<file path="config.mk">
export PLATFORM = sky130hd
export DESIGN_NAME = gray_stream_decoder
export DESIGN_NICKNAME = d
export VERILOG_FILES = /design/src/rtl/gray_pkg.sv /design/src/rtl/gray_step_check.sv /design/src/rtl/gray_stream_decoder.sv
export SDC_FILE = /design/constraint.sdc
export NUM_CORES = 1
export LEC_CHECK = 0
export CAP_MARGIN = 20
export CORE_MARGIN = 3
export CORE_UTILIZATION = 55
export DETAILED_ROUTE_END_ITERATION = 12
export PLACE_DENSITY = 0.77
export SKIP_LAST_GASP = 1
export SYNTH_ARGS = -nofsm -noshare
export SYNTH_HDL_FRONTEND = slang
export SYNTH_HIERARCHICAL = 1
export SYNTH_SLANG_ARGS = --single-unit
</file>
<file path="constraint.sdc">
create_clock -name clk -period 3.95 [get_ports clk]
set_clock_uncertainty 0.15 [all_clocks]
set_input_delay 0.79 -clock clk [delete_from_list [all_inputs] [get_ports clk]]
set_output_delay 0.79 -clock clk [all_outputs]
set_load 0.02 [all_outputs]
</file>
<file path="src/rtl/gray_pkg.sv">
// gray_pkg: shared FSM encoding, error-count ceiling and Gray-to-binary helper for the Gray stream blocks
package gray_pkg;
  typedef enum logic [1:0] {IDLE = 2'd0, TRACK = 2'd1, LOST = 2'd2} state_e;
  localparam logic [7:0] ERR_CNT_MAX = 8'd255;
  // Each binary bit is the XOR of its Gray bit and all higher Gray bits; unused upper bits must be zero.
  function automatic logic [7:0] gray2bin(input logic [7:0] g);
    logic [7:0] b;
    for (int i = 0; i < 8; i++) b[i] = ^(g >> i);
    return b;
  endfunction
endpackage

</file>
<file path="src/rtl/gray_step_check.sv">
// gray_step_check: decodes a Gray word and flags whether it is a legal +1 step from the previous word.
// Ports: prev_g_i previous Gray word, g_i current Gray word, bin_o binary of g_i, good_o legal +1 step.
module gray_step_check
  import gray_pkg::*;
#(
  parameter int WIDTH = 4
) (
  input  logic [WIDTH-1:0] prev_g_i,
  input  logic [WIDTH-1:0] g_i,
  output logic [WIDTH-1:0] bin_o,
  output logic             good_o
);
  logic [WIDTH-1:0] prev_bin;
  assign bin_o    = WIDTH'(gray2bin(8'(g_i)));
  assign prev_bin = WIDTH'(gray2bin(8'(prev_g_i)));
  // Width-limited add makes the all-ones to zero wrap count as a good step.
  assign good_o   = ($countones(g_i ^ prev_g_i) == 1) && (bin_o == prev_bin + WIDTH'(1));
endmodule

</file>
<file path="src/rtl/gray_stream_decoder.sv">
// gray_stream_decoder: accepts Gray words over valid/ready, returns registered binary with step-error and lock tracking.
// Ports: clk/rst (sync active-high), in_valid/in_gray/in_ready upstream handshake,
// out_valid/out_ready/out_bin/out_step_err downstream result, sync_ok high in TRACK, err_count saturating bad-step count.
module gray_stream_decoder
  import gray_pkg::*;
#(
  parameter int WIDTH      = 4,
  parameter int ERR_LOSE   = 3,
  parameter int GOOD_REACQ = 2
) (
  input  logic             clk,
  input  logic             rst,
  input  logic             in_valid,
  input  logic [WIDTH-1:0] in_gray,
  output logic             in_ready,
  output logic             out_valid,
  input  logic             out_ready,
  output logic [WIDTH-1:0] out_bin,
  output logic             out_step_err,
  output logic             sync_ok,
  output logic [7:0]       err_count
);
  state_e           state_q, state_d;
  logic [WIDTH-1:0] prev_g_q, out_bin_q, bin;
  logic [7:0]       bad_run_q, bad_run_d, good_run_q, good_run_d, err_cnt_q, err_cnt_d;
  logic             out_valid_q, out_step_err_q, good, accept, step_err;

  gray_step_check #(.WIDTH(WIDTH)) u_check (
    .prev_g_i(prev_g_q),
    .g_i     (in_gray),
    .bin_o   (bin),
    .good_o  (good)
  );

  assign in_ready     = !out_valid_q || out_ready;
  assign accept       = in_valid && in_ready;
  assign out_valid    = out_valid_q;
  assign out_bin      = out_bin_q;
  assign out_step_err = out_step_err_q;
  assign sync_ok      = state_q == TRACK;
  assign err_count    = err_cnt_q;
  // The first word after reset has no predecessor, so it can never be a step error.
  assign step_err     = accept && state_q != IDLE && !good;

  always_comb begin
    state_d    = state_q;
    bad_run_d  = bad_run_q;
    good_run_d = good_run_q;
    err_cnt_d  = (step_err && err_cnt_q != ERR_CNT_MAX) ? err_cnt_q + 8'd1 : err_cnt_q;
    if (accept) begin
      case (state_q)
        IDLE: state_d = TRACK;
        TRACK: begin
          bad_run_d = good ? 8'd0 : bad_run_q + 8'd1;
          if (!good && bad_run_q + 8'd1 >= 8'(ERR_LOSE)) begin
            state_d   = LOST;
            bad_run_d = 8'd0;
          end
        end
        LOST: begin
          good_run_d = good ? good_run_q + 8'd1 : 8'd0;
          if (good && good_run_q + 8'd1 >= 8'(GOOD_REACQ)) begin
            state_d    = TRACK;
            bad_run_d  = 8'd0;
            good_run_d = 8'd0;
          end
        end
        default: state_d = IDLE;
      endcase
    end
  end

  always_ff @(posedge clk) begin
    if (rst) begin
      state_q        <= IDLE;
      prev_g_q       <= '0;
      out_bin_q      <= '0;
      out_step_err_q <= 1'b0;
      out_valid_q    <= 1'b0;
      bad_run_q      <= 8'd0;
      good_run_q     <= 8'd0;
      err_cnt_q      <= 8'd0;
    end else begin
      state_q     <= state_d;
      bad_run_q   <= bad_run_d;
      good_run_q  <= good_run_d;
      err_cnt_q   <= err_cnt_d;
      out_valid_q <= accept || (out_valid_q && !out_ready);
      if (accept) begin
        prev_g_q       <= in_gray;
        out_bin_q      <= bin;
        out_step_err_q <= step_err;
      end
    end
  end
endmodule

</file>
-- Yosys cells after proc, flatten, opt, wreduce, memory -nomap -nowiden
Index checks and enable logic that the tools add are counted.
W data, S select, Z words.
- flip-flop bits (word level): 36
- output and inout bits: 16
- add/subtract/negate cells: 7
- magnitude comparators: 2
- equality and inequality tests: 7
- muxes and demuxes: 9
- bitwise operators: 1
- reductions and logical operators: 27
- operators with widths (cell ; number):
    $reduce_xor A8 Y1 ; 8
    $mux W8 ; 5
    $add A8 B1 Y8 const B ; 3
    $ge A8 B2 Y1 const B ; 2
    $pmux W8 S2 ; 1
    $logic_and A1 B1 Y1 ; 8
    $ne A8 B8 Y1 const B ; 1
    $pmux W2 S3 ; 1
    $reduce_and A3 Y1 ; 2
    $add A1 B1 Y2 ; 2
    $add A4 B1 Y4 const B ; 1
    $eq A4 B4 Y1 ; 1
    $mux W2 ; 2
    $reduce_bool A2 Y1 ; 2
    $xor A4 B4 Y4 ; 1
    $add A2 B2 Y3 ; 1
    $eq A3 B1 Y1 const B ; 1
    $logic_not A1 Y1 ; 3
    $eq A2 B1 Y1 const B ; 1
    $eq A2 B2 Y1 const B ; 1
    $logic_not A2 Y1 ; 1
    $logic_or A1 B1 Y1 ; 2
    $ne A2 B1 Y1 const B ; 1
    $ne A2 B2 Y1 const B ; 1
    $reduce_and A2 Y1 ; 1

-- Logic depth before layout (Yosys ltp)
Gate-level depths: netlist of run 1.
- depth in word-level cells: 9
- gate-level depth with buffers: 12
- depth with buffers taken out: 12

-- Modules after synthesis
The synthesis of run 1 kept the hierarchy.
- by module, submodules not included (module ; instances ; cells an instance ; area each (um^2) ; seq. area each (um^2)):
    gray_stream_decoder ; 1 ; 186 ; 1712.9 ; 720.7
    gray_step_check ; 1 ; 29 ; 255.2 ; 0.0

-- Worst setup path after synthesis of run 1
OpenSTA, ideal clock, no wires.
- path type: input -> register
- start: in in_gray[0]
- end: reg bad_run_q[1]
- data arrival time: 3.097 ns
- required time: 3.728 ns
- path slack: 0.631 ns
- stages: 10
- buffers on the path: 0
- cells stage by stage: xor2_1 -> ha_1 -> fa_1 -> ha_1 -> nor2_1 -> nand3_1 -> a21oi_1 -> nand4_1 -> a22oi_4 -> mux2i_1
- word-level cells in the longest chain between the ends: 9
- elaborated cells on any way between the ends: 15
- those cells by class: add/sub: 2; eq/ne: 3; mux: 3; bitwise: 1; reduce/logical: 6
- ends and longest elaborated chain (item ; RTL line ; text):
    start, declared ; gray_stream_decoder.sv:14 ; input logic [WIDTH-1:0] in_gray,
    $xor A4 B4 Y4 ; gray_step_check.sv:17 ; assign good_o = ($countones(g_i ^ prev_g_i) == 1) && (bin_o == prev_bin + WIDTH'(1));
    $add A1 B1 Y2 (not written as such) ; gray_step_check.sv:17 ;
    $add A2 B2 Y3 (not written as such) ; gray_step_check.sv:17 ;
    $eq A3 B1 Y1 ; gray_step_check.sv:17 ;
    $logic_and A1 B1 Y1 * ; gray_step_check.sv:17 ;
    named net good ; gray_stream_decoder.sv:26 ; logic out_valid_q, out_step_err_q, good, accept, step_err;
    $logic_not A1 Y1 ; gray_stream_decoder.sv:55 ; if (!good && bad_run_q + 8'd1 >= 8'(ERR_LOSE)) begin
    $logic_and A1 B1 Y1 ; gray_stream_decoder.sv:55 ;
    $mux W8 ; gray_stream_decoder.sv:55 ;
    $pmux W8 S2 ; gray_stream_decoder.sv:51 ; case (state_q)
    end signal, assigned ; gray_stream_decoder.sv:85 ; bad_run_q <= bad_run_d;
    end, declared ; gray_stream_decoder.sv:25 ; logic [7:0] bad_run_q, bad_run_d, good_run_q, good_run_d, err_cnt_q, err_cnt_d;
Mark *: on every way through the listed nets, which the timed path passes. The rest lies on a longest branch.
A chain may end at the register's enable or synchronous reset.

-- Worst setup path after layout of run 1
- start: in in_gray[1]
- end: reg bad_run_q[1]
The elaborated chain is that of the path after synthesis.

==> impl_results.md, run 1 <==
- Time the worst path needs with I/O delays and setup: 3.57 ns
- RD Place Congestion: 0.811
- Post-synth cell types: 54
- Tot GR Track Use: 20.2%
- Iter 0 DRT Violations: 92
- Max Slew Vio Count: 0
- Initial Utilization: 58.1%
- Crit path capture type: flop
- Longest Clk Path Bufs: 2
- Worst R2R Setup Slack: 0.80 ns
- Hold slack: 0.312 ns
- Netlist Area Pre-Place: 1970 µm²
- Tcrit/Tclk final: 90.4%
- Final setup viols: 0
- Most frequent cells in the layout: dfxtp_1, nand2_1, clkdlybuf4s50_1, a21oi_1, xnor2_1
- PD cells: 312 nW/µm²
- Mapped Cells: 215
- Avg Inst Size Synth: 9.15 µm²
- Final TNS setup: 0 ns
- Vias per cell: 5.64
- Count of final hold-check violations: 0
- WP data required: 4.08 ns
- Fillers: 297
- Global-route wire length before repair: 6.89 mm
- Area of the multi-input gates: 1160 µm²
- GRT Residual Overflow: 0
- Clk Latency, worst-skew pair: 0.34 ns
- FF/Latch Area: 721 µm²
- Share of layout cells above drive strength 1: 10.3%
- Post-CTS setup buffers: 0
- Crit path DAT: 3.70 ns
- Final ANT Viol Nets: 0
- Crit path to: bad_run_q[1]$_SDFFE_PP0P_
- CTS tree: built
- Unrepaired setup endpoints after global routing: no
- DRC errors left: 0
- Die area: 4330 µm²
- Hpwl dp: 2.76 mm
- Sequential-to-total area share from yosys stat: 36.6%
- Via count: 1624
- Ports: 24
- Synth Net Count: 231
- Cts hold-fix bufs: 0
- Yosys warns: 6
- Num rows: 21
- Worst reg2reg endpoint: bad_run_q[1]$_SDFFE_PP0P_
- Layout area overhead: 16.0%
- Slew @ Worst Pin: 0.729 ns
- Setup crit start kind: input pin
- R2R depth: 10
- HP Class: flop to flop
- Diode count: 0
- Num Clock Sinks: 36
- Final Core Density: 67.3%
- Worst reg2reg path startpoint: prev_g_q[1]$_SDFFE_PP0P_
- Die W: 65.8 µm
- Worst vdd ir: 0.195 mV
- CTS resizes: 0
- Status: finished, final reports clean
- Clk slew on worst S/H paths: 0.11 ns
- Setup CP Type: input pin to flop
- Die Y: 65.8 µm
- IO buf count: 23
- Vias in the first global route: 1549
- Avg WL per Cell: 13.1 µm
- H-tree depth: 2
- Commonest non-fill, non-tap cell in the layout: dfxtp_1
- Root buffer cell: clkbuf_4
- CP max FO: 8
- Slew HR: 51.0%
- Core area: 3390 µm²
- FMAX: 280 MHz
- Nets: 257
- TritonCTS Buffers: 5
- Pleak: 0.832 nW
- Largest net degree at the start of global routing: 21
- First-pass iteration count of the detailed router: 4
- FF+latch count, synth: 36
- Max_cap viols: 0
- Initial antenna violation count: 0
- Routed wire length: 3.76 mm
- Crit. Startpoint: in_gray[1]
==> power breakdown <==
| group | switching, mW | internal [mW] | leakage (nW) |
|---|---|---|---|
| clock | 0.121 | 0.0847 | 0.0380 |
| combinational | 0.0630 | 0.0557 | 0.501 |
| sequential | 0.0129 | 0.374 | 0.292 |
==> worst min-delay path by stage <==
stage	start	endpoint	slack, ns	cells after the start
2_1_floorplan	prev_g_q[3]$_SDFFE_PP0P_	prev_g_q[3]$_SDFFE_PP0P_	0.29	2
3_3_place_gp	out_bin[0]$_SDFFE_PP0P_	out_bin[0]$_SDFFE_PP0P_	0.29	2
3_5_place_dp	out_bin[1]$_SDFFE_PP0P_	out_bin[1]$_SDFFE_PP0P_	0.30	2
4_1_cts	out_bin[1]$_SDFFE_PP0P_	out_bin[1]$_SDFFE_PP0P_	0.31	2
5_1_grt	out_bin[1]$_SDFFE_PP0P_	out_bin[1]$_SDFFE_PP0P_	0.33	2
6_report	out_bin[1]$_SDFFE_PP0P_	out_bin[1]$_SDFFE_PP0P_	0.31	2
==> kinds of logic (layout without fill, tap and decap cells) <==
| group | after synthesis | after routing | share of synthesized area (%) |
|---|---|---|---|
| AOI/OAI and AO/OA | 39 | 39 | 14.6 |
| xor gates and xnor gates | 22 | 22 | 10.6 |
| adders and majority gates | 8 | 8 | 5.47 |
| buffers and inverters | 14 | 41 | 4.64 |
| DFF | 36 | 36 | 36.6 |
| muxes | 1 | 1 | 0.509 |
| and+or+nand+nor | 95 | 95 | 27.6 |
==> synth_stat cells, drive strengths merged <==
| cell | instances | area share, % |
|---|---|---|
| dfxtp | 36 | 37 |
| nand2 | 25 | 4.8 |
| a21oi | 17 | 4.3 |
| xnor2 | 13 | 5.8 |
| nor2 | 10 | 1.9 |
| and2 | 9 | 2.9 |
| xor2 | 9 | 4.8 |
| nand3 | 8 | 2.0 |
| nor3 | 8 | 2.0 |
| nor3b | 8 | 3.3 |
| ha | 7 | 4.4 |
| buf | 5 | 2.9 |
| inv | 5 | 0.95 |
| clkbuf | 4 | 0.76 |
| nand2b | 4 | 1.3 |
| nand4 | 4 | 1.3 |
| nor4 | 4 | 2.0 |
| o21ai | 4 | 1.0 |
| and3 | 3 | 1.3 |
| a211o | 2 | 0.89 |
| a32oi | 2 | 0.89 |
| and2b | 2 | 0.76 |
| nand3b | 2 | 0.76 |
| o2111ai | 2 | 1.8 |
| o21a | 2 | 0.76 |
| or4 | 2 | 0.76 |
| a211oi | 1 | 0.38 |
| a21boi | 1 | 0.38 |
| a22oi | 1 | 1.1 |
| a311oi | 1 | 0.45 |
| a31o | 1 | 0.45 |
| and3b | 1 | 0.45 |
| and4 | 1 | 0.51 |
| fa | 1 | 1.0 |
| mux2i | 1 | 0.51 |
| nand4b | 1 | 0.45 |
| nor2b | 1 | 0.32 |
| nor4b | 1 | 0.45 |
| o211ai | 1 | 0.38 |
| o22a | 1 | 0.45 |
| o311a | 1 | 0.51 |
| o32ai | 1 | 0.45 |
| o41ai | 1 | 0.45 |
| or2 | 1 | 0.32 |
==> per-stage QoR <==
step | cell area [µm²] | total power [mW] | instances | setup slack, ns
3_5_place_dp | 2220 | 0.513 | 280 | 0.0134
6_report | 2280 | 0.711 | 288 | 0.378
2_1_floorplan | 1970 | 0.475 | 215 | 0.631
4_1_cts | 2280 | 0.721 | 288 | 0.383
5_1_grt | 2280 | 0.756 | 288 | 0.220
3_3_place_gp | 2220 | 0.512 | 280 | 0.107
==> flip-flops by register name, indices dropped and copies added (netlist names) <==
| signal | flops |
|---|---|
| good_run_q | 8 |
| err_count | 8 |
| out_valid | 1 |
| state_q | 2 |
| bad_run_q | 8 |
| out_step_err | 1 |
| prev_g_q | 4 |
| out_bin | 4 |
==> critical path, cell delays in order <==
cell             delay (ns)
clkdlybuf4s50_1        0.49
xor2_1                 0.17
ha_1                   0.27
fa_1                   0.39
ha_1                   0.28
nor2_1                 0.10
nand3_1                0.08
a21oi_1                0.30
nand4_1                0.24
a22oi_4                0.37
mux2i_1                0.21
==> layer usage <==
layer	GRT usage [%]	vias to the layer above	wire length (µm)
met5	0	-	0
met4	6.48	0	44
met3	5.95	7	154
met2	32.0	30	1760
met1	26.1	766	1800
li1	-	821	-
==> final cells by class <==
class                           count  area share (%)
Clock buffer                        6            2.25
Clock inverter                      2           0.439
Inverter                            5           0.822
Multi-Input combinational cell    165            50.7
Sequential cell                    36            31.6
Tap cell                           46            2.52
Timing Repair Buffer               28            11.7
Power figures use the tool's default switching activity.
==> inputs of run 2 (changes only) <==
--- a/config.mk
+++ b/config.mk
@@ -6,10 +6,13 @@
 export NUM_CORES = 1
 export LEC_CHECK = 0
 export CAP_MARGIN = 20
+export CELL_PAD_IN_SITES_DETAIL_PLACEMENT = 0
+export CELL_PAD_IN_SITES_GLOBAL_PLACEMENT = 1
 export CORE_MARGIN = 3
-export CORE_UTILIZATION = 55
+export CORE_UTILIZATION = 42
 export DETAILED_ROUTE_END_ITERATION = 12
 export PLACE_DENSITY = 0.77
+export SETUP_SLACK_MARGIN = 0.2
 export SKIP_LAST_GASP = 1
 export SYNTH_ARGS = -nofsm -noshare
 export SYNTH_HDL_FRONTEND = slang
==> run 2 against run 1 <==
Against the previous run: global-route usage down 5.0 points; die area up 28%; sequential share of layout area down 0.64 points; combinational power about the same; sequential power about the same; critical path depth unchanged; count of clock-buffer cells in the layout up 2; cell area up 2.1%; register-to-register slack better by 0.15 ns; clock power up 27%; non-clock buffer count up 1; critical path type unchanged; largest cell class unchanged.
==> impl_results.md, run 2 (synthesis gave the netlist of run 1 again) <==
- Count of final hold-check violations: 0
- DP Worst Slack: 0.00358 ns
- Sequential fraction of design power: 50.2%
- Fillers: 441
- Max_cap viols: 0
- Slew @ Worst Pin: 0.729 ns
- Hpwl dp: 2.77 mm
- Worst path most repeated cell: ha_1
- Commonest non-fill, non-tap cell in the layout: dfxtp_1
- Area of the multi-input gates: 1160 µm²
- Area after DPL: 2240 µm²
- Pleak: 0.844 nW
- Core area: 4440 µm²
- Routed wire length: 3.82 mm
- Time the worst path needs with I/O delays and setup: 3.53 ns
- H-tree depth: 2
- Worst vdd ir: 0.213 mV
- IO buf count: 23
- WP data required: 4.01 ns
- Root buffer cell: clkbuf_8
- Tcrit/Tclk final: 89.5%
- FMAX: 283 MHz
- Initial Utilization: 44.3%
- Setup crit start kind: input pin
- HP Class: flop to flop
- Setup CP Type: input pin to flop
- Initial antenna violation count: 0
- Crit-path slowest cell: clkdlybuf4s50_1
- Design area: 2330 µm²
- Die W: 74.5 µm
- Tot GR Track Use: 15.2%
- Longest Clk Path Bufs: 2
- RD Place Congestion: 0.871
- Final TNS setup: 0 ns
- CP max FO: 8
- Share of layout cells above drive strength 1: 10.3%
- Die area: 5540 µm²
- Via count: 1575
- Clk slew on worst S/H paths: 0.07 ns
- Nets: 258
- Status: finished, final reports clean
- FF/Latch Area: 721 µm²
- Fin worst setup slack: 0.416 ns
- Unrepaired setup endpoints after global routing: no
- Num rows: 24
- Avg WL per Cell: 12.9 µm
- Final setup viols: 0
- Die Y: 74.5 µm
- Global-route wire length before repair: 6.63 mm
- CTS tree: built
- GRT Residual Overflow: 0
- Crit path DAT: 3.59 ns
- Power Total: 0.769 mW
- TritonCTS Buffers: 5
- Cts hold-fix bufs: 0
- Clk Latency, worst-skew pair: 0.28 ns
- Final ANT Viol Nets: 0
- Clock power frac: 34.0%
- Largest net degree at the start of global routing: 21
- DRC errors left: 0
- Crit path capture type: flop
- Most frequent cells in the layout: dfxtp_1, nand2_1, clkdlybuf4s50_1, a21oi_1, xnor2_1
- Sw frac: 25.6%
- Diode count: 0
- PD cells: 330 nW/µm²
- Slew HR: 51.3%
- Max incr delay on CP: 0.44 ns
- Crit-path cells: clkdlybuf4s50_1 -> xor2_1 -> ha_1 -> fa_1 -> ha_1 -> nor2_1 -> nand3_1 -> a21oi_2 -> nand4_1 -> a22oi_4 -> mux2i_1
- Layout area overhead: 18.4%
- Sw power: 0.197 mW
- Vias per cell: 5.34
- Combinational Power Share: 15.8%
- Vias in the first global route: 1476
- First-pass iteration count of the detailed router: 4
- Iter 0 DRT Violations: 76
- Max Slew Vio Count: 0
- Internal power: 0.573 mW
- Num Clock Sinks: 36
- Ports: 24
run 2: cell types whose count changed in the layout (fill, tap and decap cells not counted):
| cell | delta |
|---|---|
| clkbuf_1 | +2 |
| clkinv_2 | -2 |
| clkbuf_8 | +5 |
| a21oi_1 | -1 |
| a21oi_2 | +1 |
| buf_4 | +1 |
| clkbuf_4 | -5 |
run 2: routing by layer:
layer	vias up	track usage, %	part of all wire, %
met5	-	0	0
met4	0	5.34	0.84
met3	2	4.05	2.5
met2	16	22.0	45
met1	741	21.6	51
li1	816	-	-
run 2: worst max-delay path: cells and delay by family:
| kind | cells | cell delay [ns] |
|---|---|---|
| buffers and inverters | 1 | 0.44 |
| AO/OA/AOI/OAI | 2 | 0.57 |
| adder cells (fa/ha/maj) | 3 | 0.99 |
| multiplexers | 1 | 0.21 |
| XOR/XNOR | 1 | 0.18 |
| AND/OR/NAND/NOR | 3 | 0.41 |
run 2: worst paths after layout:
path | start | to | slack (ns) | cells past startpoint
worst max register to register | prev_g_q[1]$_SDFFE_PP0P_ | bad_run_q[1]$_SDFFE_PP0P_ | 0.95 | 10
worst max-delay path | in_gray[0] | bad_run_q[1]$_SDFFE_PP0P_ | 0.42 | 11
worst min-delay path | out_step_err$_SDFFE_PP0P_ | out_step_err$_SDFFE_PP0P_ | 0.30 | 2
worst min register to register | out_step_err$_SDFFE_PP0P_ | out_step_err$_SDFFE_PP0P_ | 0.30 | 2
run 2: power groups by stage:
stage,registers [mW],clock network [mW],logic (mW)
6_report,0.387,0.261,0.122
5_1_grt,0.388,0.289,0.134
4_1_cts,0.386,0.277,0.122
3_5_place_dp,0.395,0,0.121
3_3_place_gp,0.395,0,0.121
2_1_floorplan,0.399,0,0.0759
run 2: final cells by class:
class                           count  share of cell area [%]
Inverter                            5                   0.806
Clock buffer                        8                    3.87
Timing Repair Buffer               29                    11.8
Sequential cell                    36                    30.9
Multi-Input combinational cell    165                    49.8
Tap cell                           52                    2.79
run 2: metrics by stage:
step	utilization [%]	cells	hold slack, ns
after floorplan	-	215	0.285
after global placement	50.3	287	0.293
after detailed placement	50.3	287	0.297
after CTS	52.3	295	0.307
after global routing	52.4	295	0.326
final	52.4	295	0.303
run 2: repair_timing:
action                                  CTS  global route
endpoints found under the setup margin    0            11
hold endpoints to repair                  0             0
buffers inserted                          0             0
gates resized for setup                   0             1
